### config.mk
export PLATFORM = sky130hd
export DESIGN_NAME = nor_logic_unit
export DESIGN_NICKNAME = d
export VERILOG_FILES = /design/src/rtl/nor_logic_unit.sv
export SDC_FILE = /design/constraint.sdc
export NUM_CORES = 1
export LEC_CHECK = 0
export BUFFER_PORTS_ARGS = -buffer_cell sky130_fd_sc_hd__buf_4
export CAP_MARGIN = 30
export CORE_MARGIN = 2
export CORE_UTILIZATION = 52
export DETAILED_ROUTE_END_ITERATION = 10
export PLACE_DENSITY = 0.7
export SLEW_MARGIN = 15
export SYNTH_ARGS = -nofsm -noshare
export SYNTH_HDL_FRONTEND = slang
export SYNTH_SLANG_ARGS = --single-unit
### constraint.sdc
create_clock -name clk -period 2 [get_ports clk]
set_clock_uncertainty 0.15 [all_clocks]
set_input_delay 0.4 -clock clk [delete_from_list [all_inputs] [get_ports clk]]
set_output_delay 0.4 -clock clk [all_outputs]
set_load 0.01 [all_outputs]
### src/rtl/nor_logic_unit.sv
// nor_logic_unit: WIDTH-bit, 4-stage valid/ready logic unit built from 2-input NOR levels.
// Ops: 0 NOT, 1 BUF, 2 NOR, 3 OR, 4 AND, 5 NAND, 6 XNOR, 7 XOR. Latency is 4 cycles for every op.
// Optional feature macro: NOR_LU_STATS_EN adds the op_count port (completed-result counter).
module nor_logic_unit #(
    parameter int unsigned WIDTH = 8,
    parameter int unsigned CNT_W = 16
) (
    input  logic             clk,
    input  logic             rst_n,
    input  logic             in_valid,
    output logic             in_ready,
    input  logic [2:0]       in_op,
    input  logic [WIDTH-1:0] in_a,
    input  logic [WIDTH-1:0] in_b,
    output logic             out_valid,
    input  logic             out_ready,
    output logic [WIDTH-1:0] out_y,
    output logic [2:0]       out_op
`ifdef NOR_LU_STATS_EN
    ,
    output logic [CNT_W-1:0] op_count
`endif
);

    localparam logic [2:0] OP_NOT  = 3'd0;
    localparam logic [2:0] OP_BUF  = 3'd1;
    localparam logic [2:0] OP_NOR  = 3'd2;
    localparam logic [2:0] OP_OR   = 3'd3;
    localparam logic [2:0] OP_AND  = 3'd4;
    localparam logic [2:0] OP_NAND = 3'd5;
    localparam logic [2:0] OP_XNOR = 3'd6;
    localparam logic [2:0] OP_XOR  = 3'd7;

    // The only primitive: bitwise 2-input NOR.
    function automatic logic [WIDTH-1:0] n(input logic [WIDTH-1:0] x, input logic [WIDTH-1:0] y);
        return ~(x | y);
    endfunction

    logic adv;

    // Stage 1 registers: level-1 terms plus raw operands needed by level 2.
    logic             s1_valid;
    logic [2:0]       s1_op;
    logic [WIDTH-1:0] s1_t, s1_na, s1_nb, s1_a, s1_b;

    // Stage 2 registers: ops finished at level 2 plus intermediates for level 3.
    logic             s2_valid;
    logic [2:0]       s2_op;
    logic [WIDTH-1:0] s2_res, s2_and, s2_u, s2_v;

    // Stage 3 registers: everything except XOR is final here.
    logic             s3_valid;
    logic [2:0]       s3_op;
    logic [WIDTH-1:0] s3_res;

    // Combinational NOR levels.
    logic [WIDTH-1:0] l1_t, l1_na, l1_nb;
    logic [WIDTH-1:0] l2_or, l2_and, l2_buf, l2_u, l2_v, l2_res;
    logic [WIDTH-1:0] l3_nand, l3_xnor, l3_res;
    logic [WIDTH-1:0] l4_res;

    // Whole pipeline moves together unless a held result is blocked downstream.
    always_comb begin
        adv      = !out_valid || out_ready;
        in_ready = adv;
    end

    // Level 1 from the input operands.
    always_comb begin
        l1_t  = n(in_a, in_b);
        l1_na = n(in_a, in_a);
        l1_nb = n(in_b, in_b);
    end

    // Level 2 and selection of ops that complete here.
    always_comb begin
        l2_or  = n(s1_t, s1_t);
        l2_and = n(s1_na, s1_nb);
        l2_buf = n(s1_na, s1_na);
        l2_u   = n(s1_a, s1_t);
        l2_v   = n(s1_b, s1_t);
        l2_res = '0;
        case (s1_op)
            OP_NOT:  l2_res = s1_na;
            OP_BUF:  l2_res = l2_buf;
            OP_NOR:  l2_res = s1_t;
            OP_OR:   l2_res = l2_or;
            OP_AND:  l2_res = l2_and;
            default: l2_res = '0;
        endcase
    end

    // Level 3: NAND and XNOR; earlier results pass through.
    always_comb begin
        l3_nand = n(s2_and, s2_and);
        l3_xnor = n(s2_u, s2_v);
        l3_res  = s2_res;
        case (s2_op)
            OP_NAND: l3_res = l3_nand;
            OP_XNOR: l3_res = l3_xnor;
            OP_XOR:  l3_res = l3_xnor;
            default: l3_res = s2_res;
        endcase
    end

    // Level 4: XOR inverts the XNOR carried from stage 3.
    always_comb begin
        l4_res = s3_res;
        if (s3_op == OP_XOR) begin
            l4_res = n(s3_res, s3_res);
        end
    end

    // Pipeline registers; all stages hold together when adv is low.
    always_ff @(posedge clk or negedge rst_n) begin
        if (!rst_n) begin
            s1_valid  <= 1'b0;
            s1_op     <= 3'd0;
            s1_t      <= '0;
            s1_na     <= '0;
            s1_nb     <= '0;
            s1_a      <= '0;
            s1_b      <= '0;
            s2_valid  <= 1'b0;
            s2_op     <= 3'd0;
            s2_res    <= '0;
            s2_and    <= '0;
            s2_u      <= '0;
            s2_v      <= '0;
            s3_valid  <= 1'b0;
            s3_op     <= 3'd0;
            s3_res    <= '0;
            out_valid <= 1'b0;
            out_op    <= 3'd0;
            out_y     <= '0;
        end else if (adv) begin
            s1_valid  <= in_valid;
            s1_op     <= in_op;
            s1_t      <= l1_t;
            s1_na     <= l1_na;
            s1_nb     <= l1_nb;
            s1_a      <= in_a;
            s1_b      <= in_b;
            s2_valid  <= s1_valid;
            s2_op     <= s1_op;
            s2_res    <= l2_res;
            s2_and    <= l2_and;
            s2_u      <= l2_u;
            s2_v      <= l2_v;
            s3_valid  <= s2_valid;
            s3_op     <= s2_op;
            s3_res    <= l3_res;
            out_valid <= s3_valid;
            out_op    <= s3_op;
            out_y     <= l4_res;
        end
    end

`ifdef NOR_LU_STATS_EN
    // Completed-result counter; wraps naturally at 2^CNT_W.
    always_ff @(posedge clk or negedge rst_n) begin
        if (!rst_n) begin
            op_count <= '0;
        end else if (out_valid && out_ready) begin
            op_count <= op_count + CNT_W'(1);
        end
    end
`else
    // Counter width only matters when statistics are built in.
    logic unused_cnt_w;
    assign unused_cnt_w = |32'(CNT_W);
`endif

endmodule

# Word level (Yosys, flattened, before mapping)
# Cells that the tools add are included.
[word_totals]
register_bits = 104
input_bits = 23
out_inout_bits = 13
wordCells = 56
[classes]
n_eq_ne = 8
mux = 3
bitwise = 22
reduce_logical = 4
[op_table]
columns = ["operator", "n"]
rows = [
  ["$not A8 Y8", 11],
  ["$or A8 B8 Y8", 11],
  ["$pmux W8 S5", 1],
  ["$pmux W8 S2", 1],
  ["$eq A3 B3 Y1 const B", 5],
  ["$mux W8", 1],
  ["$eq A3 B2 Y1 const B", 2],
  ["$eq A3 B1 Y1 const B", 1],
  ["$logic_not A3 Y1", 1],
  ["$reduce_or A2 Y1", 1],
  ["$logic_not A1 Y1", 1],
  ["$logic_or A1 B1 Y1", 1],
]

# Depth between registers and ports, before layout
# Gate-level depths: netlist of run 1.
[depth]
word_depth = 3
depth_mapped = 6
ltp_nobuf = 4

# Least setup slack after synthesis of run 1
# No wires, ideal clock.
[synth_path]
path_kind = "register -> output"
startpoint = "register out_valid"
endpoint = "output in_ready"
arrival_ns = 0.940
t_required_ns = 1.450
setup_slack_ns = 0.510
path_stages_with_launch = 5
n_path_buf = 2
cell_sequence = "dfrtp_1 nor2b_1 buf_4 inv_4 buf_2"
[synth_via]
elab_chain_len = 2
[synth_rtl]
columns = ["element", "line_no", "source"]
rows = [
  ["from (decl)", "15", "output logic out_valid,"],
  ["from (signal assigned)", "153", "out_valid <= s3_valid;"],
  ["$logic_not A1 Y1", "64", "adv = !out_valid || out_ready;"],
  ["$logic_or A1 B1 Y1", "64", ""],
  ["to (decl)", "11", "output logic in_ready,"],
]
# No other way between the ends.

# Final worst setup path of run 1
# Ends and elaborated chain as after synthesis.

==> impl_metrics.py, run 1 <==
metrics = {
    "logic_synthesis": {
        "synth_top_area_frac": 0.592,
        "syn-num-nets": 463,
        "ys.flop_type": "dfrtp_1",
        "avgSynthCellArea_sq_um": 9.98,
        "syn_area_sq_um": 4390,
        "yosysWarnings": 0,
        "synth_seq_cells": 104,
        "synth_edf_count": 0,
        "yosys.area.top_type": "dfrtp_1",
        "yosys-top-cells-count": "nand2_1, dfrtp_1, o31ai_1",
        "yosysMostFrequentCell": "nand2_1",
        "synthArstFlopShare": 1.00,
        "yosysUniqueCellTypes": 28,
        "synth_area_leaders": "dfrtp_1, nand2_1, o31ai_1",
        "ys_seq_area_frac": 0.592,
        "synth_cells": 440,
    },
    "sta": {
        "setup_viol": 0,
        "finalHoldViolations": 0,
        "relSlewSlack": 0.514,
        "rsz0062_at_grt": "false",
        "tns_ns": 0,
        "min_period_ns": 1.87,
        "tightest_slew_ns": 0.729,
        "slew_violations": 0,
        "fin_crit_sh": 0.934,
        "clock.fmax_ghz": 0.535,
    },
    "clock_network": {
        "htreeDepth": 3,
        "cts.sinks": 104,
        "clkTransAtPathRegs_ns": 0.10,
        "cts_buffer_depth": 2,
        "cts_root_buf": "clkbuf_8",
        "numCtsBuffers": 9,
        "cts_tree": "done",
        "worstSkewPairLatency_ns": 0.36,
    },
    "floorplanning": {
        "io_pins": 36,
        "die_y_um": 95.9,
        "core_sq_um": 8220,
        "die_w_um": 95.9,
        "rows": 33,
        "die_area_sq_um": 9200,
        "initial_utilization": 0.535,
    },
    "layout": {
        "drive_gt1_frac": 0.138,
        "syn2layout_area_growth_pct": 13.1,
        "nNetsFinal": 489,
        "diodes": 0,
        "final_cell_area_sq_um": 4970,
    },
    "power": {
        "ir_drop_mv": 0.554,
        "p_total_mw": 7.02,
        "leakagePower_nw": 2.30,
        "power.density_nw_per_um2": 1410,
    },
    "detailed_routing": {
        "dr.first_iter.drc_count": 178,
        "routedWlPerCell_um": 14.1,
        "vias": 3069,
        "first_pass_iters": 4,
        "drc": 0,
        "drt-total-wl_um": 8110,
        "vias_per_cell": 5.33,
        "postRouteAntennaNets": 0,
    },
    "critical_path": {
        "rr_worst_depth": 3,
        "worstPathRequired_ns": 1.45,
        "crit_type": "flip-flop to primary output",
        "cp_max_fo": 40,
        "cp-start-kind": "flip-flop",
        "cp.arrival_ns": 1.32,
        "end_kind": "primary output",
    },
    "global_routing": {
        "grt_pass1_vias": 2913,
        "grt_antenna_before_repair": 0,
        "grt_max_degree": 127,
        "grtUsageTotal": 0.202,
        "grt_overflow": 0,
        "grt_pass1_wl_um": 14200,
    },
    "min_path": {
        "hold_depth": 2,
        "hold_path_class": "input pin to flip-flop",
    },
    "placed_design": {
        "place.gp.congestion": 0.707,
        "dpl_cell_area_sq_um": 4730,
        "post-dp-hpwl_um": 5210,
        "port_buffers": 35,
    },
    "job": {
        "cap_violations": 0,
    },
    "run_status": {
        "status": "finished, final reports clean",
    },
}
layout make-up:
class	count	area (sq um)
Clock inverter	6	91.3
Timing Repair Buffer	43	363
Clock buffer	10	138
Tap cell	105	131
Multi-Input combinational cell	306	1630
Fill cell	715	3250
Inverter	2	12.5
Sequential cell	104	2600
per-layer routing:
layer | GRT usage | part of all wire | vias to the layer above
met1 | 0.298 | 0.51 | 1481
met5 | 0 | 0 | -
met3 | 0.0258 | 0.030 | 10
met2 | 0.302 | 0.44 | 50
li1 | - | - | 1528
met4 | 0.0893 | 0.018 | 0
repair_timing:
action                                  CTS  global route
endpoints found under the setup margin    0             1
buffers inserted                          0             0
hold buffers                              1             0
resized for setup                         0             1
hold endpoints to repair                 26             0
power breakdown:
part           internal (mW)  switching (mW)  leakage (nW)
Combinational          0.937            1.10         0.913
Sequential              2.89           0.641          1.27
Clock                  0.746           0.706         0.117
Total                   4.58            2.44          2.30
worst max-delay path: stages (launching register included):
cell	delay, ns
dfrtp_1	0.39
nor2b_4	0.15
inv_6	0.22
buf_4	0.18
cell usage in the layout (no fill, tap or decap):
| cell type | instances |
|---|---|
| dlygate4sd3_1 | 1 |
| xnor2_1 | 1 |
| nor3b_1 | 17 |
| o311ai_2 | 1 |
| inv_6 | 2 |
| buf_12 | 3 |
| nand2_1 | 150 |
| buf_4 | 39 |
| a31oi_1 | 1 |
| dfrtp_1 | 104 |
| clkinv_4 | 2 |
| o21ai_2 | 1 |
| or3_1 | 1 |
| nand3_1 | 7 |
| a21oi_1 | 16 |
| nor3b_2 | 1 |
| bufinv_16 | 2 |
| nor2b_4 | 1 |
| clkinv_2 | 1 |
| mux2i_1 | 14 |
| nand2b_1 | 1 |
| clkbuf_8 | 10 |
| o21ai_0 | 18 |
| inv_2 | 1 |
| o21ai_1 | 1 |
| nor2b_1 | 1 |
| o21a_1 | 16 |
| o211ai_1 | 7 |
| nand3_2 | 1 |
| nor2_1 | 17 |
| xor2_1 | 8 |
| o31ai_1 | 25 |
metrics by stage:
stage | setup WS, ns | cells | utilization | hold WS (ns)
2_1_floorplan | 0.510 | 440 | - | -0.0456
3_3_place_gp | 0.330 | 559 | 0.575 | 0.201
3_5_place_dp | 0.302 | 559 | 0.575 | 0.206
4_1_cts | 0.0322 | 576 | 0.604 | 0.0534
5_1_grt | 0.0673 | 576 | 0.605 | 0.0585
6_report | 0.132 | 576 | 0.605 | 0.0598
worst paths after layout:
kind / startpoint / end / slack (ns)
worst max register to register: s2_op[1] / s3_res[0] / 0.32
worst min-delay path: in_b[2] / s1_t[2] / 0.06
worst min register to register: s1_b[4] / s2_v[4] / 0.30
worst max-delay path: out_valid / in_ready / 0.13
min in group asynchronous: rst_n / s2_v[1] / 0.35
max in group asynchronous: rst_n / s1_nb[6] / 0.79
cells by family (layout without fill, tap and decap cells):
group,Yosys count,in the layout,share of synthesized area
compound gates,86,86,0.129
mux,14,14,0.0319
simple gates,197,197,0.191
xor+xnor,9,9,0.0179
buf+inv,30,61,0.0382
flops,104,104,0.592
Power figures use the tool's default switching activity.
==> run 2: changes to the inputs <==
Clock period 2 ns to 1.8 ns, I/O delays scaled along.
==> run 2 against run 1 <==
Effect of this change:
- largest power group unchanged
- hold slack worse by 0.033 ns
- clock power hardly changed
- global-route usage is 0.46 points higher
- register-to-register slack worse by 0.13 ns
- critical endpoint unchanged
- largest cell class unchanged
==> impl_metrics.py, run 2 (same netlist as run 1, synthesis figures left out) <==
metrics = {
    "run_status": {
        "status": "finished, final reports clean",
    },
    "placed_design": {
        "post-dp-hpwl_um": 5630,
        "port_buffers": 35,
        "dp_slack_ns": 0.164,
        "place.gp.congestion": 0.746,
    },
    "floorplanning": {
        "initial_utilization": 0.535,
        "rows": 33,
        "die_y_um": 95.9,
        "die_w_um": 95.9,
        "die_area_sq_um": 9200,
        "io_pins": 36,
        "core_sq_um": 8220,
    },
    "power": {
        "p_int_mw": 5.06,
        "switching_share": 0.352,
        "clkPwrFrac": 0.186,
        "pwr-share-comb": 0.317,
        "p_total_mw": 7.81,
        "power.density_nw_per_um2": 1550,
        "switching_power_mw": 2.75,
        "leakagePower_nw": 2.34,
        "ir_drop_mv": 0.634,
        "seqPwrFrac": 0.498,
    },
    "global_routing": {
        "grt_pass1_wl_um": 14400,
        "grt_overflow": 0,
        "grtUsageTotal": 0.207,
        "grt_max_degree": 55,
        "grt_pass1_vias": 2944,
        "grt_antenna_before_repair": 0,
    },
    "detailed_routing": {
        "postRouteAntennaNets": 0,
        "vias_per_cell": 5.34,
        "vias": 3132,
        "drt-total-wl_um": 8470,
        "routedWlPerCell_um": 14.4,
        "dr.first_iter.drc_count": 123,
        "drc": 0,
        "first_pass_iters": 4,
    },
    "sta": {
        "finalWorstSetupSlack_ns": 0.0730,
        "clock.fmax_ghz": 0.579,
        "rsz0062_at_grt": "false",
        "tns_ns": 0,
        "slew_violations": 0,
        "setup_viol": 0,
        "min_period_ns": 1.73,
        "relSlewSlack": 0.610,
        "holdWs_ns": 0.0272,
        "finalHoldViolations": 0,
        "tightest_slew_ns": 0.584,
        "fin_crit_sh": 0.959,
    },
    "min_path": {
        "worstHoldStart": "in_b[5]",
        "hold_path_class": "input pin to flip-flop",
        "hold_path_end": "s1_t[5]",
        "hold_depth": 2,
    },
    "clock_network": {
        "clkTransAtPathRegs_ns": 0.10,
        "worstSkewPairLatency_ns": 0.36,
        "numCtsBuffers": 9,
        "cts_buffer_depth": 2,
        "cts.sinks": 104,
        "cts_tree": "done",
        "cts_setup_buffers": 0,
        "htreeDepth": 3,
        "cts_root_buf": "clkbuf_8",
    },
    "critical_path": {
        "cp_max_fo": 18,
        "cp.arrival_ns": 1.22,
        "crit_type": "flip-flop to primary output",
        "r2r_slack_ns": 0.19,
        "startpoint": "out_valid",
        "reg2reg_from": "s1_op[1]",
        "r2r_end": "s2_res[0]",
        "rr_worst_depth": 3,
        "worstPathRequired_ns": 1.29,
        "cp-start-kind": "flip-flop",
        "end_kind": "primary output",
    },
    "layout": {
        "fillers": 714,
        "diodes": 0,
        "multi_input_area_sq_um": 1630,
        "drive_gt1_frac": 0.156,
        "layout_commonest_cell": "nand2_1",
        "seqCellArea_sq_um": 2600,
        "syn2layout_area_growth_pct": 14.8,
        "nNetsFinal": 500,
        "mostFrequentLayoutCells": "nand2_1, dfrtp_1, buf_4",
    },
    "job": {
        "cap_violations": 0,
    },
}
[run 2: cell types whose count changed in the layout (fill, tap and decap cells not counted), sizes merged]
cell / delta
bufinv: -1
buf: +11
clkbuf: +1
inv: -1
clkinvlp: +1
[run 2: what timing repair did]
action / in CTS / in global routing
hold buffers: 1 / 0
hold endpoints to repair: 24 / 0
endpoints found under the setup margin: 1 / 0
resized for setup: 1 / 0
[run 2: how the worst max path moves through the flow]
stage               slack [ns]         to
CTS                       0.05   in_ready
floorplan                 0.35   in_ready
finish                    0.07   in_ready
global placement          0.20  s3_res[6]
detailed placement        0.16  s3_res[6]
global route             0.007   in_ready
[run 2: per-stage QoR]
stage | cells | cell area, sq um | util
after floorplan | 440 | 4390 | -
after global placement | 570 | 4830 | 0.588
after detailed placement | 570 | 4830 | 0.588
after CTS | 587 | 5040 | 0.614
after global routing | 587 | 5040 | 0.614
final | 587 | 5040 | 0.614
[run 2: power by group through the flow]
| stage | Combinational, mW | Sequential, mW | Clock [mW] |
|---|---|---|---|
| after floorplan | 1.77 | 3.74 | 0 |
| after global placement | 2.42 | 3.90 | 0 |
| after detailed placement | 2.48 | 3.94 | 0 |
| after CTS | 2.50 | 3.89 | 1.49 |
| after global routing | 2.80 | 4.00 | 1.58 |
| final | 2.47 | 3.89 | 1.45 |
[run 2: final cells by class]
type,instances,area share
clock buffers,11,0.0280
clock inverters,5,0.0112
inverters,2,0.00248
multi-input cells,306,0.323
flip-flops and latches,104,0.516
well taps,105,0.0260
repair buffers,54,0.0933
[run 2: critical path: stages, from the launching register on]
cell	delay [ns]
dfrtp_1	0.41
nor2b_4	0.15
inv_6	0.15
buf_4	0.15
[run 2: metal layers]
metal  vias up  wire length (um)  track usage
li1       1559                 -            -
met1      1496              4190        0.304
met2        69              3870        0.308
met3         8               316       0.0337
met4         0                99       0.0845
met5         -                 0            0
